### config.mk
export PLATFORM = sky130hd
export DESIGN_NAME = abs_sum_accum_flat
export DESIGN_NICKNAME = d
export VERILOG_FILES = /design/src/rtl/abs_sum_pkg.sv /design/src/rtl/abs_sum_accum_if.sv /design/src/rtl/abs_sat.sv /design/src/rtl/abs_sum_accum.sv /design/src/flat_wrapper.sv
export SDC_FILE = /design/constraint.sdc
export NUM_CORES = 1
export LEC_CHECK = 0
export CORE_AREA = 4 4 56 58
export CTS_CLUSTER_DIAMETER = 30
export DETAILED_ROUTE_END_ITERATION = 10
export DIE_AREA = 0 0 60 62
export PLACE_DENSITY = 0.72
export SETUP_SLACK_MARGIN = 0.1
export SLEW_MARGIN = 20
export SYNTH_ARGS = -nofsm -noshare
export SYNTH_HDL_FRONTEND = slang
export SYNTH_HIERARCHICAL = 1
export SYNTH_SLANG_ARGS = --single-unit
### constraint.sdc
create_clock -name clk -period 2.9 [get_ports clk]
set_input_delay 0.58 -clock clk [delete_from_list [all_inputs] [get_ports clk]]
set_output_delay 0.58 -clock clk [all_outputs]
set_load 0.05 [all_outputs]
### src/rtl/abs_sum_pkg.sv
`default_nettype none
// ============================================================================
// Module   : abs_sum_pkg
// Purpose  : Shared FSM state encoding and constant helpers for abs_sum_accum.
// Revision : 1.0
// ============================================================================
package abs_sum_pkg;

    typedef enum logic [0:0] {
        ST_ACC  = 1'b0,
        ST_DONE = 1'b1
    } state_t;

    // Ceiling log2 usable in constant expressions; clog2(1) = 0.
    function automatic int clog2(input int value);
        int r_bits;
        int v;
        r_bits = 0;
        v      = value - 1;
        while (v > 0) begin
            r_bits = r_bits + 1;
            v      = v >> 1;
        end
        return r_bits;
    endfunction

endpackage
`default_nettype wire

### src/rtl/abs_sum_accum_if.sv
`default_nettype none
// ============================================================================
// Module   : abs_sum_accum_if
// Purpose  : Sample-in / result-out handshake bundle for abs_sum_accum.
// Revision : 1.0
// ============================================================================
interface abs_sum_accum_if #(
    parameter int W  = 4,
    parameter int OW = 4
);
    logic          in_valid;
    logic          in_ready;
    logic [W-1:0]  in_data;
    logic          out_valid;
    logic          out_ready;
    logic [OW-1:0] out_abs;
    logic          out_neg;
    logic          out_ovf;

    modport master (
        output in_valid, in_data, out_ready,
        input  in_ready, out_valid, out_abs, out_neg, out_ovf
    );

    modport slave (
        input  in_valid, in_data, out_ready,
        output in_ready, out_valid, out_abs, out_neg, out_ovf
    );
endinterface
`default_nettype wire

### src/rtl/abs_sat.sv
`default_nettype none
// ============================================================================
// Module   : abs_sat
// Purpose  : Signed AW-bit value to OW-bit saturated magnitude, sign, overflow.
// Revision : 1.0
// ============================================================================
module abs_sat #(
    parameter int AW = 6,
    parameter int OW = 4
) (
    input  wire logic signed [AW-1:0] i_value,
    output logic             [OW-1:0] o_abs,
    output logic                      o_neg,
    output logic                      o_ovf
);
    logic [AW-1:0] w_mag;

    // Negating the most negative value wraps to 2^(AW-1), which is the
    // correct unsigned magnitude, so no extra guard bit is needed.
    assign o_neg = i_value[AW-1];
    assign w_mag = o_neg ? (~i_value + AW'(1)) : i_value;

    generate
        if (OW >= AW) begin : g_wide
            assign o_ovf = 1'b0;
            assign o_abs = OW'(w_mag);
        end else begin : g_narrow
            assign o_ovf = |w_mag[AW-1:OW];
            assign o_abs = o_ovf ? {OW{1'b1}} : w_mag[OW-1:0];
        end
    endgenerate
endmodule
`default_nettype wire

### src/rtl/abs_sum_accum.sv
`default_nettype none
// ============================================================================
// Module   : abs_sum_accum
// Purpose  : Accumulates N signed samples per frame and returns the saturated
//            magnitude of the sum with sign and overflow flags.
// Revision : 1.0
// ============================================================================
module abs_sum_accum
    import abs_sum_pkg::*;
#(
    parameter int W  = 4,
    parameter int N  = 4,
    parameter int OW = 4
) (
    input  wire logic clk,
    input  wire logic rst_n,
    input  wire logic clr,
    abs_sum_accum_if.slave bus
);
    localparam int C_CW = clog2(N);
    localparam int C_AW = W + C_CW;

    state_t                   r_state;
    logic signed [C_AW-1:0]   r_acc;
    logic        [C_CW-1:0]   r_cnt;
    logic        [OW-1:0]     r_abs;
    logic                     r_neg;
    logic                     r_ovf;

    logic signed [C_AW-1:0]   w_sample;
    logic signed [C_AW-1:0]   w_final;
    logic        [OW-1:0]     w_abs;
    logic                     w_neg;
    logic                     w_ovf;
    logic                     w_last;

    assign w_sample = {{C_CW{bus.in_data[W-1]}}, bus.in_data};
    assign w_final  = r_acc + w_sample;
    assign w_last   = (r_cnt == C_CW'(N - 1));

    abs_sat #(
        .AW (C_AW),
        .OW (OW)
    ) u_abs_sat (
        .i_value (w_final),
        .o_abs   (w_abs),
        .o_neg   (w_neg),
        .o_ovf   (w_ovf)
    );

    always_ff @(posedge clk or negedge rst_n) begin
        if (!rst_n) begin
            r_state <= ST_ACC;
            r_acc   <= '0;
            r_cnt   <= '0;
            r_abs   <= '0;
            r_neg   <= 1'b0;
            r_ovf   <= 1'b0;
        end else if (clr) begin
            r_state <= ST_ACC;
            r_acc   <= '0;
            r_cnt   <= '0;
        end else begin
            case (r_state)
                ST_ACC: begin
                    if (bus.in_valid) begin
                        if (w_last) begin
                            r_abs   <= w_abs;
                            r_neg   <= w_neg;
                            r_ovf   <= w_ovf;
                            r_acc   <= '0;
                            r_cnt   <= '0;
                            r_state <= ST_DONE;
                        end else begin
                            r_acc <= w_final;
                            r_cnt <= r_cnt + C_CW'(1);
                        end
                    end
                end
                ST_DONE: begin
                    if (bus.out_ready) begin
                        r_state <= ST_ACC;
                    end
                end
                default: r_state <= ST_ACC;
            endcase
        end
    end

    // Handshake flags come straight off the state register.
    assign bus.in_ready  = (r_state == ST_ACC);
    assign bus.out_valid = (r_state == ST_DONE);
    assign bus.out_abs   = r_abs;
    assign bus.out_neg   = r_neg;
    assign bus.out_ovf   = r_ovf;
endmodule
`default_nettype wire
### src/flat_wrapper.sv
// flat-port wrapper written by rule: the top's interface ports become plain ports
module abs_sum_accum_flat import abs_sum_pkg::*;
#(
    parameter int W  = 4,
    parameter int N  = 4,
    parameter int OW = 4
)
  (clk, rst_n, clr, bus_in_valid, bus_in_data, bus_out_ready, bus_in_ready, bus_out_valid, bus_out_abs, bus_out_neg, bus_out_ovf);
  abs_sum_accum_if #(.W(W), .OW(OW)) bus_i ();
  input  wire logic clk;
  input  wire logic rst_n;
  input  wire logic clr;
  input wire logic [$bits(bus_i.in_valid)-1:0] bus_in_valid;
  input wire logic [$bits(bus_i.in_data)-1:0] bus_in_data;
  input wire logic [$bits(bus_i.out_ready)-1:0] bus_out_ready;
  output wire logic [$bits(bus_i.in_ready)-1:0] bus_in_ready;
  output wire logic [$bits(bus_i.out_valid)-1:0] bus_out_valid;
  output wire logic [$bits(bus_i.out_abs)-1:0] bus_out_abs;
  output wire logic [$bits(bus_i.out_neg)-1:0] bus_out_neg;
  output wire logic [$bits(bus_i.out_ovf)-1:0] bus_out_ovf;
  assign bus_i.in_valid = bus_in_valid;
  assign bus_i.in_data = bus_in_data;
  assign bus_i.out_ready = bus_out_ready;
  assign bus_in_ready = bus_i.in_ready;
  assign bus_out_valid = bus_i.out_valid;
  assign bus_out_abs = bus_i.out_abs;
  assign bus_out_neg = bus_i.out_neg;
  assign bus_out_ovf = bus_i.out_ovf;
  abs_sum_accum #(.W(W), .N(N), .OW(OW)) u_core (.clk(clk), .rst_n(rst_n), .clr(clr), .bus(bus_i));
endmodule
==> run_results.csv, run 1 <==
group,metric,value,unit
drt,vias,870,
synth,synth_edf_count,0,
timing,finalHoldViolCount,0,
min_path,hp-start,"u_core/bus.out_neg",
drt,wl_met3,76,µm
setup_path,r2r_slack,0.36,ns
min_path,hold_path.class,"reg -> reg",
synth,netlist_instances,95,
die,rows,19,
die,initial_core_util,0.385,
setup_path,cpMostUsedCell,"xnor2_2",
placement,portBuffers,16,
finish,antennaDiodeCount,0,
setup_path,cp-startpoint,"bus_in_data[3]",
finish,final_util,0.583,
power,power,0.00106,W
global_routing,grt_usage,0.158,
drt,drt_first_pass_iters,4,
cts,cts_tree,"built",
setup_path,cp.depth,10,
power,p_comb_frac,0.621,
global_routing,grt_pass1_wl,4350,µm
synth,syn_area,0.00102,mm²
setup_path,endpoint,"u_core/bus.out_abs[3]",
timing,fin_tns_setup,0,ns
drt,drc,0,
synth,yosysWarnings,6,
setup_path,crit_slowest_cell,"a311o_1",
synth,syn-num-nets,112,
drt,wl,2580,µm
finish,multiInputGateArea,718,µm²
synth,synthFlopType,"dfrtp_1",
timing,min_period,2.73,ns
drt,via_per_inst,5.15,
finish,area_delta_synth_final,51.4,%
flow_run,cap_violations,0,
synth,ys_types,40,
power,p_sw,0.000441,W
cts,insertion_delay,0.28,ns
drt,ant_nets,0,
drt,wl_met1,1070,µm
finish,n_fill_cell,233,
placement,place.gp.congestion,0.765,
timing,period_share,0.940,
run_status,status,"finished, final reports clean",
power,pwr-share-clk,0.115,
setup_path,start_kind,"primary input",
cts,cts_buffer_depth,2,
placement,placed_area,0.00137,mm²
timing,slew_headroom,0.543,
power,power_density,684,mW/mm²
timing,rsz0062_at_grt,"no",
die,boundaryPins,17,
synth,ys_seq_elements,15,
setup_path,cp.required,3.08,ns
cts,cts.sinks,15,
drt,route.met2.wl,1420,µm
cts,h-tree-depth,1,
synth,synth_common_cells,"15 x dfrtp_1, 11 x inv_1, 7 x ha_1",
drt,drt_iter0_markers,4,
power,seq_power_share,0.264,
finish,drive_gt1_frac,0.457,
drt,highest-signal-layer,"met4",
synth,yosysSeqAreaShare,0.366,
setup_path,critPathKind,"in -> reg",
synth,synth_area_leaders,"dfrtp_1 37%, ha_1 8.5%, mux2_2 5.5%",
placement,hpwl,1800,µm
power,cellLeakagePower,0.750,nW
cts,postCtsHoldBufs,0,
finish,finalNetCount,156,
power,vdd_drop_max,623,µV
synth,synth.most_common_cell,"dfrtp_1",
setup_path,rr_endpoint,"u_core/bus.out_abs[3]",
die,core,0.00266,mm²
timing,setup_viol,0,
global_routing,grt_remaining_overflow,0,
timing,worstMarginPinSlew,0.684,ns
setup_path,path_cells,"dlygate4sd2_1, ha_1, buf_4, a311o_1, xnor2_2, xnor2_2, and2_1, a31oi_1, o22a_1, mux2_2",
timing,maxSlewViolCount,0,
setup_path,r2r_start,"u_core/r_acc[1]",
global_routing,grt_pass1_vias,956,
drt,wl_per_cell,15.3,µm
timing,clock.fmax,0.367,GHz
power,switching_share,0.416,
setup_path,critical_path_buf_inv_count,2,
setup_path,critPathMaxStageDelay,0.40,ns
setup_path,rr_worst_depth,10,
synth,yosys.area.top_type,"dfrtp_1",
global_routing,grt_max_degree,16,
cts,clkTransAtPathRegs,0.10,ns
finish,postLayoutCellArea,0.00155,mm²
setup_path,endpoint_kind,"flop",
finish,regArea,375,µm²
setup_path,worst-path-max-fanout,3,
synth,avgSynthCellArea,10.8,µm²
die,die_w,60,µm
power,intPower,0.000620,W
setup_path,cp_top_family,"compound AO/OA/AOI/OAI gates",
die,die_h,62,µm
die,dieArea,0.00372,mm²
timing,fin_skew,0.00671,ns
setup_path,cp_data_arrival_time,2.90,ns
synth,synth-async-reset-ratio,1.00,
cts,cts_made_buffers,3,
synth,synth_top_area_frac,0.366,
cts,cts-root-buf,"clkbuf_4",
global_routing,antenna_found_initial,0,
-- logic make-up after synthesis --
logic type,after synthesis,share of synthesized area
buffers and inverters,12,0.0476
AND/OR/NAND/NOR,25,0.167
AO/OA/AOI/OAI,21,0.165
adder cells (fa/ha/maj),8,0.105
multiplexers,8,0.0903
flip-flops,15,0.366
XOR/XNOR,6,0.0586
-- worst min-delay path by stage --
stage | end | slack [ns] | cells past startpoint
finish | u_core/bus.out_neg | 0.51 | 1
global route | u_core/bus.out_abs[2] | 0.54 | 1
CTS | u_core/bus.out_neg | 0.52 | 1
detailed placement | u_core/bus.out_neg | 0.49 | 1
global placement | u_core/bus.out_neg | 0.48 | 1
floorplan | u_core/bus.out_abs[0] | 0.28 | 0
-- placed cells by master (no fill, tap or decap), types with 2 or more instances in the layout --
cell and instances:
nand2b_1 2, mux2_2 2, nor2_4 2, a21oi_2 3, buf_4 23, nor3_1 2
nor2_1 4, dfrtp_1 15, inv_2 3, inv_1 8, ha_1 4, ha_4 2
xnor2_2 3, a22o_1 6, clkbuf_4 3, xnor2_1 2, mux2_4 4, dlymetal6s2s_1 3
a21oi_1 2, clkdlybuf4s50_1 12
-- cell type report --
class,count,share of cell area
sequential,15,0.242
clock buffer,3,0.0145
clock inverter,1,0.00323
timing repair buffer,40,0.226
tap,31,0.0250
multi-input combinational,68,0.463
inverter,11,0.0266
-- per-stage QoR --
step / hold WS, ns / setup WS [ns] / instances
after floorplan: 0.284 / 0.129 / 95
after global placement: 0.477 / -0.266 / 161
after detailed placement: 0.487 / -0.331 / 161
after CTS: 0.517 / 0.0936 / 168
after global routing: 0.543 / 0.147 / 169
final: 0.514 / 0.174 / 169
-- flip-flops by register name (all words and copies together) (netlist names) --
name	flops
u_core/r_acc	6
u_core/bus.out_abs	4
u_core/r_cnt	2
u_core/bus.out_neg	1
u_core/bus.out_ovf	1
u_core/bus.out_valid	1
-- timing repair --
action,4_1_cts,5_1_grt
gates resized for setup,23,8
buffers inserted,3,1
pin swaps,11,9
endpoints found under the setup margin,5,5
endpoints found under the hold margin,0,0
-- power by group through the flow --
stage / combinational (W) / clock [W] / sequential (W)
floorplan: 0.000229 / 0 / 0.000383
global placement: 0.000527 / 0 / 0.000280
detailed placement: 0.000543 / 0 / 0.000282
CTS: 0.000632 / 0.000129 / 0.000280
global route: 0.000703 / 0.000140 / 0.000287
finish: 0.000660 / 0.000122 / 0.000280
-- layer usage --
metal  vias to the layer above  track usage
met5                         -            0
met4                         0       0.0380
met3                         2       0.0227
met2                        19        0.313
met1                       421        0.176
li1                        428            -
Power figures use the tool's default switching activity.
==> run 2: changes to the inputs <==
--- a/config.mk
+++ b/config.mk
@@ -5,10 +5,10 @@
 export SDC_FILE = /design/constraint.sdc
 export NUM_CORES = 1
 export LEC_CHECK = 0
-export CORE_AREA = 4 4 56 58
+export CORE_AREA = 2 2 54 56
 export CTS_CLUSTER_DIAMETER = 30
 export DETAILED_ROUTE_END_ITERATION = 10
-export DIE_AREA = 0 0 60 62
+export DIE_AREA = 0 0 56 58
 export PLACE_DENSITY = 0.72
 export SETUP_SLACK_MARGIN = 0.1
 export SLEW_MARGIN = 20
==> run 2 against run 1 <==
  * Via count grew 3.1%
  * Sequential share of layout area up 0.30 points
  * Routed wire length fell by 6.5%
  * Clock power is essentially flat
  * Non-clock buffer count is 1 higher
  * Sequential power about the same
  * Register-to-register slack worse by 0.03 ns
  * Worst setup slack got worse by 0.0036 ns
  * Critical path type unchanged
==> run_results.csv, run 2 (synthesized netlist as in run 1, its figures left out) <==
group,metric,value,unit
timing,fin_skew,0.00121,ns
die,boundaryPins,17,
die,dieArea,0.00325,mm²
timing,min_period,2.73,ns
placement,portBuffers,16,
global_routing,grt_max_degree,16,
finish,area_delta_synth_final,49.6,%
setup_path,critPathMaxStageDelay,0.40,ns
drt,ant_nets,0,
setup_path,crit_slowest_cell,"a311o_1",
finish,finalNetCount,157,
global_routing,grt_pass1_wl,4180,µm
setup_path,endpoint_kind,"flop",
setup_path,r2r_slack,0.33,ns
cts,h-tree-depth,1,
power,switching_share,0.400,
die,die_w,56,µm
global_routing,grt_pass1_vias,946,
timing,rsz0062_at_grt,"no",
power,p_sw,0.000412,W
finish,final_cell_mix,"24 x buf_4, 15 x dfrtp_1, 12 x clkdlybuf4s50_1, 8 x inv_1, 6 x a22o_1",
setup_path,cp.required,3.08,ns
die,die_h,58,µm
cts,cts_tree,"built",
setup_path,critPathKind,"in -> reg",
setup_path,r2r_start,"u_core/r_acc[1]",
power,p_comb_frac,0.610,
finish,antennaDiodeCount,0,
drt,via_per_inst,5.28,
finish,largest_register_ffs,6,
setup_path,cp_data_arrival_time,2.91,ns
cts,cts_made_buffers,3,
timing,slew_headroom,0.552,
global_routing,grt_usage,0.163,
die,rows,19,
timing,clock.fmax,0.366,GHz
setup_path,cp-startpoint,"bus_in_data[3]",
timing,maxSlewViolCount,0,
timing,worstMarginPinSlew,0.669,ns
drt,drc,0,
placement,hpwl,1660,µm
setup_path,endpoint,"u_core/bus.out_abs[3]",
timing,whs,0.508,ns
drt,wl,2420,µm
drt,drt_first_pass_iters,4,
cts,clkTransAtPathRegs,0.09,ns
finish,final_common_cell,"buf_4",
setup_path,start_kind,"primary input",
power,seq_power_share,0.273,
placement,place.gp.congestion,0.783,
finish,max_flop_register,"u_core/r_acc",
timing,finalHoldViolCount,0,
setup_path,worst-path-max-fanout,4,
timing,setup_viol,0,
setup_path,cpMostUsedCell,"xnor2_2",
run_status,status,"finished, final reports clean",
drt,wl_per_cell,14.2,µm
power,pwr-share-clk,0.117,
global_routing,grt_remaining_overflow,0,
finish,drive_gt1_frac,0.439,
cts,cts-root-buf,"clkbuf_4",
flow_run,cap_violations,0,
power,power,0.00103,W
timing,period_share,0.941,
timing,fin_tns_setup,0,ns
power,power_density,672,mW/mm²
power,vdd_drop_max,517,µV
power,intPower,0.000618,W
global_routing,antenna_found_initial,0,
drt,vias,897,
cts,cts.sinks,15,
setup_path,rr_worst_depth,10,
drt,drt_iter0_markers,9,
setup_path,rr_endpoint,"u_core/bus.out_abs[3]",
die,core,0.00266,mm²
min_path,hold_path.class,"reg -> reg",
power,cellLeakagePower,0.750,nW
cts,cts_buffer_depth,2,
die,initial_core_util,0.385,
setup_path,path_cells,"dlygate4sd2_1, ha_1, buf_4, a311o_1, xnor2_2, xnor2_2, and2_4, a31oi_1, o22a_1, mux2_2",
cts,insertion_delay,0.28,ns
## run 2: routing by layer
metal | GRT usage | wire (µm)
met1 | 0.193 | 1040
met2 | 0.299 | 1260
met3 | 0.0201 | 74
met4 | 0.0646 | 48
met5 | 0 | 0
## run 2: power groups by stage
stage | Clock (W) | Combinational (W) | Sequential, W
after global routing | 0.000136 | 0.000674 | 0.000286
after floorplan | 0 | 0.000229 | 0.000383
final | 0.000121 | 0.000628 | 0.000281
after detailed placement | 0 | 0.000524 | 0.000281
after global placement | 0 | 0.000514 | 0.000280
after CTS | 0.000126 | 0.000590 | 0.000280
## run 2: final cells by class
| class | instances | area [µm²] |
|---|---|---|
| Clock buffer | 4 | 26.3 |
| Fill cell | 233 | 1130 |
| Sequential cell | 15 | 375 |
| Tap cell | 31 | 38.8 |
| Inverter | 11 | 41.3 |
| Multi-Input combinational cell | 68 | 693 |
| Timing Repair Buffer | 41 | 358 |
## run 2: repair_timing
| item | in CTS | in global routing |
|---|---|---|
| hold buffers | 0 | 0 |
| pin swaps | 6 | 8 |
| gates resized for setup | 17 | 7 |
| buffers inserted | 6 | 1 |
| endpoints found under the setup margin | 5 | 5 |
## run 2: worst max-delay path: cells and delay by family
kind,cells,cell delay (ns)
AO/OA/AOI/OAI,3,0.66
multiplexers,1,0.25
buffers and inverters,2,0.44
AND/OR/NAND/NOR,1,0.21
XOR/XNOR,2,0.44
adder cells (fa/ha/maj),1,0.32
## run 2: worst min path at each step
stage                                     start               endpoint  slack, ns  cells past startpoint
after floorplan                           rst_n  u_core/bus.out_abs[0]       0.28                      0
after global placement       u_core/bus.out_neg     u_core/bus.out_neg       0.48                      1
after detailed placement     u_core/bus.out_neg     u_core/bus.out_neg       0.49                      1
after CTS                    u_core/bus.out_neg     u_core/bus.out_neg       0.52                      1
after global routing      u_core/bus.out_abs[0]  u_core/bus.out_abs[0]       0.53                      1
final                        u_core/bus.out_neg     u_core/bus.out_neg       0.51                      1
## run 2: per-stage QoR
stage | util | area (µm²) | instances | setup slack, ns
2_1_floorplan | - | 1020 | 95 | 0.129
5_1_grt | 0.576 | 1530 | 170 | 0.113
3_5_place_dp | 0.508 | 1350 | 159 | -0.367
6_report | 0.576 | 1530 | 170 | 0.171
4_1_cts | 0.559 | 1490 | 169 | 0.101
3_3_place_gp | 0.508 | 1350 | 159 | -0.277
